===== src/rtl/oserdes_gearbox.sv =====
// Multi-lane parallel-to-serial gearbox: one IN_W word per lane every R clocks,
// OUT_W bits per lane per clock, with a one-word skid (hold) and idle-word fill on underrun.
module oserdes_gearbox #(
   parameter int               CHANNELS  = 3,
   parameter int               IN_W      = 10,
   parameter int               OUT_W     = 2,
   parameter bit               LSB_FIRST = 1'b1,
   parameter logic [IN_W-1:0]  IDLE_WORD = IN_W'('h354)
) (
   input  logic                      i_clk,
   input  logic                      i_arst_n,
   input  logic [CHANNELS*IN_W-1:0]  i_pdata,
   input  logic                      i_valid,
   output logic                      o_ready,
   output logic [CHANNELS*OUT_W-1:0] o_sdata,
   output logic                      o_word_start,
   output logic                      o_underrun,
   input  logic                      i_clr_underrun
);
   localparam int               R     = IN_W / OUT_W;
   localparam int               CNT_W = (R > 1) ? $clog2(R) : 1;
   localparam logic [CNT_W-1:0] LAST  = CNT_W'(R - 1);

   logic [CNT_W-1:0] cnt_reg;
   logic             hold_v_reg;
   logic             armed_reg;
   logic             word_start_reg;
   logic             underrun_reg;

   logic load;
   logic accept;
   logic bypass;
   logic from_hold;
   logic starve;

   assign load      = (cnt_reg == LAST);
   assign o_ready   = !hold_v_reg || load;
   assign accept    = i_valid && o_ready;
   assign from_hold = load && hold_v_reg;
   // An empty hold on the load edge lets the incoming word go straight into the shifter.
   assign bypass    = load && !hold_v_reg && i_valid;
   assign starve    = load && !hold_v_reg && !i_valid;

   always_ff @(posedge i_clk or negedge i_arst_n) begin
      if (!i_arst_n) begin
         cnt_reg        <= '0;
         hold_v_reg     <= 1'b0;
         armed_reg      <= 1'b0;
         word_start_reg <= 1'b0;
         underrun_reg   <= 1'b0;
      end else begin
         word_start_reg <= (cnt_reg == '0);
         cnt_reg        <= load ? '0 : cnt_reg + CNT_W'(1);
         if (accept) begin
            armed_reg <= 1'b1;
         end
         if (accept && !bypass) begin
            hold_v_reg <= 1'b1;
         end else if (from_hold) begin
            hold_v_reg <= 1'b0;
         end
         // Idle fill before the first accepted word is expected, so it is not an underrun.
         if (starve && armed_reg) begin
            underrun_reg <= 1'b1;
         end else if (i_clr_underrun) begin
            underrun_reg <= 1'b0;
         end
      end
   end

   assign o_word_start = word_start_reg;
   assign o_underrun   = underrun_reg;

   for (genvar gi = 0; gi < CHANNELS; gi++) begin : g_lane
      logic [IN_W-1:0]  sh_reg;
      logic [IN_W-1:0]  sh_next;
      logic [IN_W-1:0]  hold_reg;
      logic [IN_W-1:0]  word_in;
      logic [OUT_W-1:0] sdata_reg;
      logic [OUT_W-1:0] slice;

      assign word_in = i_pdata[gi*IN_W +: IN_W];
      assign slice   = LSB_FIRST ? sh_reg[OUT_W-1:0] : sh_reg[IN_W-1 -: OUT_W];

      always_comb begin
         sh_next = LSB_FIRST ? (sh_reg >> OUT_W) : (sh_reg << OUT_W);
         if (load) begin
            if (hold_v_reg) begin
               sh_next = hold_reg;
            end else if (i_valid) begin
               sh_next = word_in;
            end else begin
               sh_next = IDLE_WORD;
            end
         end
      end

      always_ff @(posedge i_clk or negedge i_arst_n) begin
         if (!i_arst_n) begin
            sh_reg    <= IDLE_WORD;
            hold_reg  <= '0;
            sdata_reg <= '0;
         end else begin
            sh_reg    <= sh_next;
            sdata_reg <= slice;
            if (accept && !bypass) begin
               hold_reg <= word_in;
            end
         end
      end

      assign o_sdata[gi*OUT_W +: OUT_W] = sdata_reg;
   end

endmodule


===== config.mk =====
export PLATFORM = sky130hd
export DESIGN_NAME = oserdes_gearbox
export DESIGN_NICKNAME = d
export VERILOG_FILES = /design/src/rtl/oserdes_gearbox.sv
export SDC_FILE = /design/constraint.sdc
export NUM_CORES = 1
export LEC_CHECK = 0
export ABC_AREA = 0
export BUFFER_PORTS_ARGS = -buffer_cell sky130_fd_sc_hd__buf_2
export CORE_MARGIN = 3
export CORE_UTILIZATION = 30
export CTS_CLUSTER_DIAMETER = 40
export DETAILED_ROUTE_END_ITERATION = 16
export SLEW_MARGIN = 15
export SYNTH_ARGS = -nofsm -noshare
export SYNTH_HDL_FRONTEND = slang
export SYNTH_SLANG_ARGS = --single-unit

===== constraint.sdc =====
create_clock -name i_clk -period 1.8 [get_ports i_clk]
set_input_delay 0.36 -clock i_clk [delete_from_list [all_inputs] [get_ports i_clk]]
set_output_delay 0.36 -clock i_clk [all_outputs]
set_load 0.03 [all_outputs]

==> impl_results.md <==
- CP Capture Type: flip-flop
- GR Overflow Total: 0
- Iter 0 DRT Violations: 61
- Core area: 0.00928 mm^2
- DP HPWL: 3.77 mm
- Vias in the first global route: 1899
- Worst-Skew Late Latency: 0.34 ns
- CP max FO: 11
- Tmin final: 1.74 ns
- Final GP Congestion: 0.744
- H-tree depth: 3
- Crit path arrival time: 1.96 ns
- Via-to-Cell Ratio: 4.50
- Diode count: 0
- Final period utilization: 96.9%
- Residual DRC: 0
- Largest net degree at the start of global routing: 41
- Worst path required time: 2.02 ns
- Run status: finished clean
- Post-synth EDFFs: 0
- I/O pin total: 43
- Clock transition at path regs: 0.08 ns
- First-pass GRT wire length: 9.65 mm
- Maximum root-to-sink buffer count: 2
- Final Hold Viols: 0
- Clock sink count: 73
- HP Class: in -> reg
- Detailed Route WL: 6.02 mm
- Yosys reg bits: 73
- Routed len/inst: 14.6 um
- Post-synthesis cell type with the largest combined area: dfrtp_1
- Post-placement setup slack: 0.0623 ns
- Fmax achieved: 573 MHz
- Die area: 0.0108 mm^2
- Mean Syn Cell Area: 12.8 um^2
- Final Worst Setup Slack: 0.0560 ns
- Max-cap check violation count: 0
- Number of cell rows: 35
- Layout cells sized above 1: 33.5%
- Setup TNS: 0 ns
- Crit-path slowest cell: dfrtp_1
- Gr usage total: 11.3%
- Top_reg_cell synth: dfrtp_1
- Leading cell types by count after synthesis: 58 x dfrtp_1, 29 x mux2_1, 26 x nand2_1, 25 x o21ai_0, 15 x dfstp_2
- Cell with the most instances after synthesis: dfrtp_1
- Port bufs: 42
- Critical-path cell list: inv_1 -> ha_4 -> and2_1 -> o21ai_4 -> buf_12 -> clkbuf_16 -> mux2_1
- CP Class: reg -> reg
- Async S/R FF share, synth: 100%
- Post-Syn Instances: 225
- Die outline height: 104 um
- Via count: 1858
- Worst-margin pin slew: 0.560 ns
- Die Width: 104 um
- Layout Skew: 0.00629 ns
- CTS tree: done
- Root Driver: clkbuf_8
- First-pass iteration count of the detailed router: 4
- # nets final: 315
- Pwr Density: 1230 mW/mm^2
- Headroom to the max-slew limit: 62.6%
- Post-synthesis sequential area ratio: 64.3%
- Peak VDD IR: 0.000508 V
- Static Leak: 1.59 nW
- Post-synthesis cell type count: 24
- Initial antenna violation count: 0
- Yosys top cell area share: 50.6%
- Detail Route Antenna Nets: 0
- Final setup violation count: 0
- CP Launch Type: flip-flop
- Area Overhead vs Synth: 27.6%
- Final Max Slew Viols: 0
- Ranking of synthesized cells by area: dfrtp_1 51%, dfstp_2 14%, mux2_1 11%
- Worst path max stage delay: 0.36 ns
- Synth Net Count: 261
- Initial Util: 30.9%
- Synthesized area: 0.00287 mm^2
- Clock buffer count from CTS: 9
- Ys Warns: 0
## report_power, final
group / total (W) / switching, W / internal [W]
combinational: 0.000768 / 0.000406 / 0.000362
sequential: 0.00203 / 0.000104 / 0.00192
clock: 0.00172 / 0.000585 / 0.00113
## repair_timing
| action | 4_1_cts | 5_1_grt |
|---|---|---|
| resized for setup | 4 | 2 |
| setup buffers | 0 | 3 |
| endpoints found under the hold margin | 24 | 0 |
| hold buffers | 1 | 0 |
| setup endpoints to repair | 1 | 30 |
| gates cloned | 0 | 2 |
| pin swaps | 0 | 1 |
## layer usage
metal / global-route usage, % / vias up / share of wire (%)
met5: 0 / - / 0
li1: - / 897 / -
met1: 14.5 / 922 / 44
met2: 18.0 / 35 / 52
met3: 4.55 / 4 / 4.1
met4: 2.94 / 0 / 0.50
## worst max-delay path: cells and delay by family, from the launching register on
family                     cells  cell delay (ns)
buffers and inverters          3             0.38
muxes                          1             0.32
AOI/OAI and AO/OA              1             0.19
and+or+nand+nor                1             0.20
DFF                            1             0.36
adders and majority gates      1             0.17
## kinds of logic (layout without fill, tap and decap cells)
kind of cell	after synthesis	in the layout	synth area share (%)
AOI/OAI and AO/OA	58	58	12.7
adders and majority gates	2	2	0.872
and+or+nand+nor	43	43	6.54
buffers and inverters	18	77	3.36
DFF	73	73	64.3
muxes	31	31	12.2
## stage by stage
step                power [W]  cell area, um^2  utilization [%]  hold WS, ns  instances
floorplan             0.00254             2870                -       0.0644        225
global placement      0.00275             3270             35.2        0.318        391
detailed placement    0.00279             3270             35.2        0.326        391
CTS                   0.00453             3560             38.4        0.227        408
global route          0.00476             3660             39.4        0.233        413
finish                0.00451             3660             39.4        0.247        413
## layout by cell type (no fill, tap or decap), types with 9 or more instances in the layout
| cell | instances |
|---|---|
| dfrtp_1 | 58 |
| buf_2 | 40 |
| mux2_1 | 29 |
| o21ai_0 | 25 |
| nand2_1 | 24 |
| dfstp_2 | 15 |
| a22oi_1 | 14 |
| o22ai_1 | 14 |
| clkbuf_8 | 11 |
| nor2_1 | 9 |
| buf_4 | 9 |
## path summary, 6_finish.rpt
path,startpoint,endpoint,slack [ns],cells after the start
min,i_pdata[5],g_lane[0].hold_reg[5],0.25,2
max reg2reg,cnt_reg[1],g_lane[2].hold_reg[5],0.06,7
max,cnt_reg[1],g_lane[2].hold_reg[5],0.06,7
min in group asynchronous,i_arst_n,g_lane[1].sdata_reg[1],0.49,2
min reg2reg,g_lane[1].sh_reg[1],g_lane[1].sdata_reg[1],0.35,0
max in group asynchronous,i_arst_n,g_lane[1].sh_reg[2],0.72,3
## area by class of cell
class	count	area [um^2]
fill	932	5620
clock buffer	11	151
tap	129	161
sequential	73	1850
clock inverter	5	125
inverter	4	15.0
timing repair buffer	57	419
multi-input combinational	134	945
(Power assumes the default switching activity.)
